`src/rtl/bp_be_pkg.sv`:
```
// Shared types for the backend page-table-walk request scheduler.
package bp_be_pkg;

   typedef enum logic [1:0] {
      e_walk_instr = 2'd0,
      e_walk_load  = 2'd1,
      e_walk_store = 2'd2
   } bp_be_walk_type_e;

   typedef enum logic [1:0] {
      e_sched_idle  = 2'd0,
      e_sched_issue = 2'd1,
      e_sched_wait  = 2'd2,
      e_sched_drain = 2'd3
   } bp_be_ptw_sched_state_e;

endpackage

```
`src/rtl/bp_be_ptw_req_slot.sv`:
```
// One pending TLB-miss holding slot: valid bit plus the walk type and vaddr it captured.
module bp_be_ptw_req_slot
   import bp_be_pkg::*;
#(
   parameter int vaddr_width_p = 39
) (
   input  logic                     clk_i,
   input  logic                     reset_i,
   input  logic                     capture_v_i,
   input  bp_be_walk_type_e         capture_type_i,
   input  logic [vaddr_width_p-1:0] capture_vaddr_i,
   input  logic                     clear_i,
   input  logic                     flush_i,
   output logic                     v_o,
   output bp_be_walk_type_e         type_o,
   output logic [vaddr_width_p-1:0] vaddr_o
);

   // An occupied slot ignores new misses; flush also drops a miss arriving that cycle.
   always_ff @(posedge clk_i or posedge reset_i) begin
      if (reset_i) begin
         v_o     <= 1'b0;
         type_o  <= e_walk_instr;
         vaddr_o <= '0;
      end else if (flush_i | clear_i) begin
         v_o <= 1'b0;
      end else if (capture_v_i & ~v_o) begin
         v_o     <= 1'b1;
         type_o  <= capture_type_i;
         vaddr_o <= capture_vaddr_i;
      end
   end

endmodule

```
`src/rtl/bp_be_ptw_req_sched.sv`:
```
// Arbitrates ITLB/DTLB misses onto the single PTW, one walk in flight, with flush drain
// and a per-walk watchdog.
module bp_be_ptw_req_sched
   import bp_be_pkg::*;
#(
   parameter int vaddr_width_p    = 39,
   parameter int timeout_cycles_p = 1023
) (
   input  logic                     clk_i,
   input  logic                     reset_i,
   input  logic                     imiss_v_i,
   input  logic [vaddr_width_p-1:0] imiss_vaddr_i,
   input  logic                     dmiss_v_i,
   input  logic                     dmiss_store_i,
   input  logic [vaddr_width_p-1:0] dmiss_vaddr_i,
   output logic                     ipend_o,
   output logic                     dpend_o,
   input  logic                     flush_i,
   output logic                     walk_v_o,
   output logic [1:0]               walk_type_o,
   output logic [vaddr_width_p-1:0] walk_vaddr_o,
   input  logic                     walk_ready_i,
   input  logic                     fill_v_i,
   input  logic                     fill_fault_i,
   output logic                     ifill_v_o,
   output logic                     dfill_v_o,
   output logic                     fault_o,
   output logic                     busy_o,
   output logic                     timeout_o
);

   localparam int cnt_width_lp = $clog2(timeout_cycles_p+1);
   localparam logic [cnt_width_lp-1:0] timeout_lp = cnt_width_lp'(timeout_cycles_p);

   bp_be_ptw_sched_state_e state_r, state_n;
   logic                     rr_r, gnt_r;  // 0 = instr, 1 = data
   logic [cnt_width_lp-1:0]  cnt_r;
   logic                     iclear, dclear;
   bp_be_walk_type_e         itype, dtype;
   logic [vaddr_width_p-1:0] ivaddr, dvaddr;

   bp_be_ptw_req_slot #(.vaddr_width_p(vaddr_width_p)) islot (
      .clk_i(clk_i), .reset_i(reset_i),
      .capture_v_i(imiss_v_i), .capture_type_i(e_walk_instr), .capture_vaddr_i(imiss_vaddr_i),
      .clear_i(iclear), .flush_i(flush_i),
      .v_o(ipend_o), .type_o(itype), .vaddr_o(ivaddr)
   );

   bp_be_ptw_req_slot #(.vaddr_width_p(vaddr_width_p)) dslot (
      .clk_i(clk_i), .reset_i(reset_i),
      .capture_v_i(dmiss_v_i), .capture_type_i(dmiss_store_i ? e_walk_store : e_walk_load),
      .capture_vaddr_i(dmiss_vaddr_i),
      .clear_i(dclear), .flush_i(flush_i),
      .v_o(dpend_o), .type_o(dtype), .vaddr_o(dvaddr)
   );

   // A miss arriving this cycle counts as pending so IDLE can issue it one cycle later.
   wire ireq     = ipend_o | imiss_v_i;
   wire dreq     = dpend_o | dmiss_v_i;
   wire hs       = (state_r == e_sched_issue) & walk_ready_i;
   wire inflight = (state_r == e_sched_wait) | (state_r == e_sched_drain);
   wire expire   = inflight & (cnt_r == timeout_lp) & ~fill_v_i;
   wire fill_ok  = (state_r == e_sched_wait) & fill_v_i & ~flush_i;
   wire done     = (state_r == e_sched_wait) & (fill_v_i | expire);

   assign iclear       = done & ~gnt_r;
   assign dclear       = done &  gnt_r;
   assign walk_v_o     = (state_r == e_sched_issue);
   assign walk_type_o  = gnt_r ? dtype : itype;
   assign walk_vaddr_o = gnt_r ? dvaddr : ivaddr;
   assign busy_o       = (state_r != e_sched_idle);
   assign timeout_o    = expire;

   always_comb begin
      state_n = state_r;
      case (state_r)
         e_sched_idle:  if (~flush_i & (ireq | dreq)) state_n = e_sched_issue;
         e_sched_issue: if (hs) state_n = flush_i ? e_sched_drain : e_sched_wait;
                        else if (flush_i) state_n = e_sched_idle;
         e_sched_wait:  if (fill_v_i | expire) state_n = e_sched_idle;
                        else if (flush_i) state_n = e_sched_drain;
         e_sched_drain: if (fill_v_i | expire) state_n = e_sched_idle;
         default:       state_n = e_sched_idle;
      endcase
   end

   always_ff @(posedge clk_i or posedge reset_i) begin
      if (reset_i) begin
         state_r   <= e_sched_idle;
         rr_r      <= 1'b0;
         gnt_r     <= 1'b0;
         cnt_r     <= '0;
         ifill_v_o <= 1'b0;
         dfill_v_o <= 1'b0;
         fault_o   <= 1'b0;
      end else begin
         state_r   <= state_n;
         ifill_v_o <= fill_ok & ~gnt_r;
         dfill_v_o <= fill_ok &  gnt_r;
         fault_o   <= fill_ok & fill_fault_i;
         if ((state_r == e_sched_idle) & (state_n == e_sched_issue)) begin
            gnt_r <= (ireq & dreq) ? rr_r : dreq;
            if (ireq & dreq) rr_r <= ~rr_r;
         end
         if (hs) cnt_r <= '0;
         else if (inflight) cnt_r <= cnt_r + cnt_width_lp'(1);
      end
   end

   always_ff @(posedge clk_i) begin
      if (!reset_i) assert (!fill_v_i || inflight);
   end

   assert property (@(posedge clk_i) disable iff (reset_i)
      (walk_v_o && !walk_ready_i && !flush_i) |=> walk_v_o);

endmodule

```
`config.mk`:
```
export PLATFORM = sky130hd
export DESIGN_NAME = bp_be_ptw_req_sched
export DESIGN_NICKNAME = d
export VERILOG_FILES = /design/src/rtl/bp_be_pkg.sv /design/src/rtl/bp_be_ptw_req_slot.sv /design/src/rtl/bp_be_ptw_req_sched.sv
export SDC_FILE = /design/constraint.sdc
export NUM_CORES = 1
export LEC_CHECK = 0
export ABC_AREA = 1
export CAP_MARGIN = 40
export CORE_AREA = 4 4 146 148
export DETAILED_ROUTE_END_ITERATION = 6
export DIE_AREA = 0 0 150 152
export SLEW_MARGIN = 10
export SYNTH_ARGS = -nofsm -noshare
export SYNTH_HDL_FRONTEND = slang
export SYNTH_SLANG_ARGS = --single-unit
export TNS_END_PERCENT = 5
```
`constraint.sdc`:
```
create_clock -name clk_i -period 10 [get_ports clk_i]
set_input_delay 2 -clock clk_i [delete_from_list [all_inputs] [get_ports clk_i]]
set_output_delay 2 -clock clk_i [all_outputs]
set_load 0.01 [all_outputs]
```
==> flow_summary.yaml, run 1 <==
setup_path:
  cp-start-kind: "primary input"
  reg2reg_from: "gnt_r$_DFFE_PP0P_"
  arrival_ns: 3.11
  required_ns: 8.00
  cp_max_fo: 3
  timing.rr.end: "islot.vaddr_o[25]$_DFFE_PP0P_"
  cp-end-kind: "primary output"
  crit_type: "primary input to primary output"
  worstRegToRegCells: 6
  rrSetupSlack_ns: 7.41
sta:
  max_freq_ghz: 0.196
  drv_slew: 0
  fin_hold_ws_ns: 0.464
  tns_ns: 0
  hold_viol: 0
  rsz0062_at_grt: "false"
  setup_ws_ns: 4.89
  fin_crit_sh_pct: 51.1
  slew_headroom_pct: 53.2
  fin_skew_ns: 0.00747
  setup-violations-final: 0
  tightest_slew_ns: 0.703
  period_needed_ns: 5.11
synth:
  synth_top_area_share_pct: 52.2
  syn_avg_cell_area_um2: 7.92
  synthesis.area_mm2: 0.00475
  ys_types: 28
  synth-edff-count: 0
  ys_ff_latch: 99
  synth_top_cell_by_area: "dfrtp_1"
  yosysMostFrequentCell: "nand2_1"
  ys_seq_area_share_pct: 52.2
  synth_nets: 687
  synth_top_flop_cell: "dfrtp_1"
  syn_inst: 599
  synth_async_sr_flop_share_pct: 100
  yosys-top-cells-count: "nand2_1 (283), dfrtp_1 (99), nand4_1 (81)"
  synthTopCellsByArea: "dfrtp_1 (52%), nand2_1 (22%), nand4_1 (11%)"
  yosysWarnings: 0
finish:
  drive_gt1_share_pct: 6.57
  fillers: 2149
  syn2layout_area_growth_pct: 40.3
  n_antenna_cell: 0
  multi_input_area_mm2: 0.00200
  final_area_mm2: 0.00666
  final_core_util_pct: 33.2
  seq_area_mm2: 0.00248
  nNetsFinal: 799
power:
  peakVddDrop_mv: 0.0845
  p_leak_nw: 3.23
  powerDensity_mw_per_mm2: 223
outcome:
  status: "complete, no violations"
placement:
  pre_cts_slack_ns: 4.89
  portBuffers: 135
  dp_hpwl_um: 10500
  post_dp_cell_area_mm2: 0.00639
  gp_congestion: 0.737
drt:
  wirelength_um: 15200
  wl_per_cell_um: 15.4
  drt_iter0_markers: 277
  first_pass_iters: 5
  num_vias: 4419
  drc: 0
  antenna_left: 0
  viasPerCell: 4.49
worst_hold_path:
  min_from: "rr_r$_DFFE_PP0P_"
  hold_end: "rr_r$_DFFE_PP0P_"
  hold_class: "flip-flop to flip-flop"
  min_path_cells: 1
floorplan:
  num_rows: 52
  io_pins: 136
  die_w_um: 150
  dieArea_mm2: 0.0228
  die_h_um: 152
  start_util_pct: 23.7
  core_mm2: 0.0200
run:
  maxCapViolations: 0
clocking:
  clkTransAtPathRegs_ns: 0.07
  ctsHtreeMaxLevel: 3
  clock_latency_ns: 0.35
  cts_resized: 0
  cts_made_buffers: 9
  cts.sinks: 99
  postCtsHoldBufs: 0
  cts_buffer_depth: 2
  cts_setup_buffers: 0
  cts_tree: "yes"
  clockRootBuffer: "clkbuf_16"
grt:
  antenna_found_initial: 0
  grt_usage_pct: 13.6
  grt_pass1_vias: 4446
  grt_start_max_net_pins: 52
  grt_pass1_wl_um: 24500
  overflow: 0
-- layer usage --
| layer | wire length, um | up-vias | share of wire, % | GRT usage [%] |
|---|---|---|---|---|
| li1 | - | 2176 | - | - |
| met1 | 7130 | 2095 | 47 | 19.4 |
| met2 | 6830 | 136 | 45 | 20.9 |
| met3 | 1030 | 12 | 6.7 | 2.68 |
| met4 | 234 | 0 | 1.5 | 4.44 |
| met5 | 0 | - | 0 | 0 |
-- worst max-delay path, cell delays in order --
cell and delay (ns):
clkdlybuf4s50_1 0.45, nor2_1 0.12, clkdlybuf4s50_1 0.55
-- worst max path at each step --
stage,slack [ns],end,start,cells after the start
after global placement,4.90,timeout_o,fill_v_i,3
final,4.89,timeout_o,fill_v_i,3
after CTS,4.87,timeout_o,fill_v_i,3
after detailed placement,4.89,timeout_o,fill_v_i,3
after floorplan,5.41,cnt_r[0]$_DFFE_PP0P_,reset_i,1
after global routing,4.81,timeout_o,fill_v_i,3
-- kinds of logic (layout without fill, tap and decap cells) --
family	count (synthesis)	count (layout)	synth area share, %
and+or+nand+nor	416	416	39.2
buffers and inverters	64	180	6.01
DFF	99	99	52.2
adders and majority gates	1	1	0.264
xor gates and xnor gates	1	1	0.185
AOI/OAI and AO/OA	18	18	2.11
-- placed cells by master (no fill, tap or decap), types with 6 or more instances in the layout --
cell type,instances
nand2_1,283
nor2_1,20
nand4_1,81
a21oi_1,6
clkdlybuf4s50_1,135
inv_1,18
nand2_2,12
o21ai_0,8
dfrtp_1,98
clkbuf_16,9
-- sequential cells by signal, summed over array words and instances, names as in the netlist --
register	flops
cnt_r	10
dfill_v_o	1
dslot.type_o	2
dslot.v_o	1
dslot.vaddr_o	39
fault_o	1
gnt_r	1
ifill_v_o	1
islot.v_o	1
islot.vaddr_o	39
rr_r	1
state_r	2
-- layout make-up --
cell class / instances / share of cell area (%)
Timing Repair Buffer: 144 / 22.4
Inverter: 21 / 1.22
Clock inverter: 4 / 0.413
Tap cell: 270 / 5.07
Multi-Input combinational cell: 436 / 30.0
Clock buffer: 11 / 3.65
Sequential cell: 99 / 37.2
-- power by group --
| group | internal [W] | leakage [nW] | total [W] | switching (W) |
|---|---|---|---|---|
| registers | 0.000502 | 1.24 | 0.000567 | 0.0000654 |
| logic | 0.000276 | 1.86 | 0.000592 | 0.000316 |
| clock network | 0.000174 | 0.124 | 0.000328 | 0.000154 |
-- metrics by stage --
stage	cells	power [W]
floorplan	599	0.000870
global placement	966	0.00116
detailed placement	970	0.00118
CTS	985	0.00152
global route	985	0.00161
finish	985	0.00149
No activity file was read; power rests on OpenSTA's default activity.
==> inputs of run 2 (changes only) <==
Clock period 10 ns to 5.2 ns, I/O delays scaled along.
==> run 2 against run 1 <==
Compared with the run above: total power up 100%; clock power up 130%; clock-buffer cell count up 1; worst setup slack worse by 3.0 ns; critical path depth up 2; first-iteration DRC count down 15%; die area unchanged; global-route usage down 0.16 points; non-clock buffer count up 1; clock skew up 0.0029 ns; sequential power up 92%; critical path type is now flip-flop to primary output; highest routed layer unchanged.
==> flow_summary.yaml, run 2 (same netlist as run 1, synthesis figures left out) <==
sta:
  setup-violations-final: 0
  fin_skew_ns: 0.0104
  max_freq_ghz: 0.305
  rsz0062_at_grt: "false"
  fin_crit_sh_pct: 63.1
  drv_slew: 0
  tightest_slew_ns: 0.740
  tns_ns: 0
  slew_headroom_pct: 50.7
  period_needed_ns: 3.28
  hold_viol: 0
power:
  p_switching_w: 0.00103
  pwr-share-comb_pct: 38.3
  p_sw_share_pct: 34.7
  peakVddDrop_mv: 0.166
  pwr-share-clk_pct: 25.0
  powerDensity_mw_per_mm2: 444
  p_int_w: 0.00194
  p_leak_nw: 3.25
  p_seq_share_pct: 36.8
finish:
  nNetsFinal: 800
  n_antenna_cell: 0
  final_common_cell: "nand2_1"
  syn2layout_area_growth_pct: 41.0
  seq_area_mm2: 0.00248
  final_cell_mix: "nand2_1 (283), clkdlybuf4s50_1 (135), dfrtp_1 (98)"
  reg.largest.list: "dslot.vaddr_o x39, islot.vaddr_o x39, cnt_r x10"
  final_area_mm2: 0.00669
  multi_input_area_mm2: 0.00200
  finalNonFillerCells: 987
  drive_gt1_share_pct: 6.83
  fillers: 2156
setup_path:
  cp-end-kind: "primary output"
  cp_max_fo: 29
  arrival_ns: 2.24
  cp-start-kind: "flip-flop"
  crit_type: "flip-flop to primary output"
  required_ns: 4.16
clocking:
  cts_resized: 0
  cts_tree: "yes"
  cts_buffer_depth: 2
  clkTransAtPathRegs_ns: 0.07
  cts_setup_buffers: 0
  cts.sinks: 99
  postCtsHoldBufs: 0
  clockRootBuffer: "clkbuf_16"
  cts_made_buffers: 9
  clock_latency_ns: 0.34
  ctsHtreeMaxLevel: 3
drt:
  routed.top_layer: "met4"
  drt_iter0_markers: 235
  drc: 0
  wl_per_cell_um: 15.5
  num_vias: 4342
  wl_met1_um: 7250
  viasPerCell: 4.40
  wl_met3_um: 940
  first_pass_iters: 4
  dr_wl_met2_um: 6890
  wirelength_um: 15300
  antenna_left: 0
grt:
  grt_pass1_wl_um: 24200
  grt_start_max_net_pins: 61
  antenna_found_initial: 0
  overflow: 0
  grt_usage_pct: 13.5
  grt_pass1_vias: 4386
floorplan:
  core_mm2: 0.0200
  num_rows: 52
  start_util_pct: 23.7
  io_pins: 136
  die_w_um: 150
  dieArea_mm2: 0.0228
  die_h_um: 152
placement:
  post_dp_cell_area_mm2: 0.00636
  dp_hpwl_um: 10100
  gp_congestion: 0.764
  portBuffers: 135
  post-place-cells: 971
run:
  maxCapViolations: 0
worst_hold_path:
  hold_class: "flip-flop to flip-flop"
outcome:
  status: "complete, no violations"
-- run 2: path summary, 6_finish.rpt --
path / start / to / slack [ns] / depth (start not counted)
hold / removal: rr_r$_DFFE_PP0P_ / rr_r$_DFFE_PP0P_ / 0.47 / 1
min in group asynchronous: reset_i / dslot.vaddr_o[3]$_DFFE_PP0P_ / 0.97 / 2
setup reg to reg: gnt_r$_DFFE_PP0P_ / islot.vaddr_o[37]$_DFFE_PP0P_ / 2.30 / 7
max in group asynchronous: reset_i / gnt_r$_DFFE_PP0P_ / 3.21 / 4
hold reg to reg: rr_r$_DFFE_PP0P_ / rr_r$_DFFE_PP0P_ / 0.47 / 1
setup / recovery: gnt_r$_DFFE_PP0P_ / walk_vaddr_o[11] / 1.92 / 5
-- run 2: critical path: stages, from the launching register on --
cell             delay (ns)
dfrtp_2                0.40
clkinv_1               0.26
buf_4                  0.43
nand2_1                0.14
nand2_1                0.09
clkdlybuf4s50_1        0.56
-- run 2: layout make-up --
type                            instances  share of cell area (%)
Tap cell                              270                    5.05
Clock buffer                           12                    3.83
Multi-Input combinational cell        436                    29.9
Timing Repair Buffer                  145                    21.9
Inverter                               21                    1.22
Sequential cell                        99                    37.0
Clock inverter                          4                    1.08
-- run 2: per-stage QoR --
stage | hold WS (ns) | total power, W | setup slack [ns] | utilization (%)
2_1_floorplan | 0.437 | 0.00167 | 1.57 | -
3_3_place_gp | 0.449 | 0.00225 | 1.58 | 31.5
3_5_place_dp | 0.454 | 0.00227 | 1.68 | 31.7
4_1_cts | 0.467 | 0.00302 | 1.84 | 33.4
5_1_grt | 0.473 | 0.00318 | 1.74 | 33.4
6_report | 0.465 | 0.00297 | 1.92 | 33.4
-- run 2: power groups by stage --
stage	sequential, W	combinational [W]	clock [W]
finish	0.00109	0.00114	0.000741
global route	0.00111	0.00127	0.000790
CTS	0.00109	0.00117	0.000766
detailed placement	0.00110	0.00116	0
global placement	0.00110	0.00114	0
floorplan	0.00107	0.000606	0
-- run 2: metal layers --
metal  vias to the layer above  global-route usage [%]
met5                         -                       0
met4                         0                    4.36
met3                        10                    2.95
met2                       119                    20.5
met1                      2027                    19.0
li1                       2186                       -
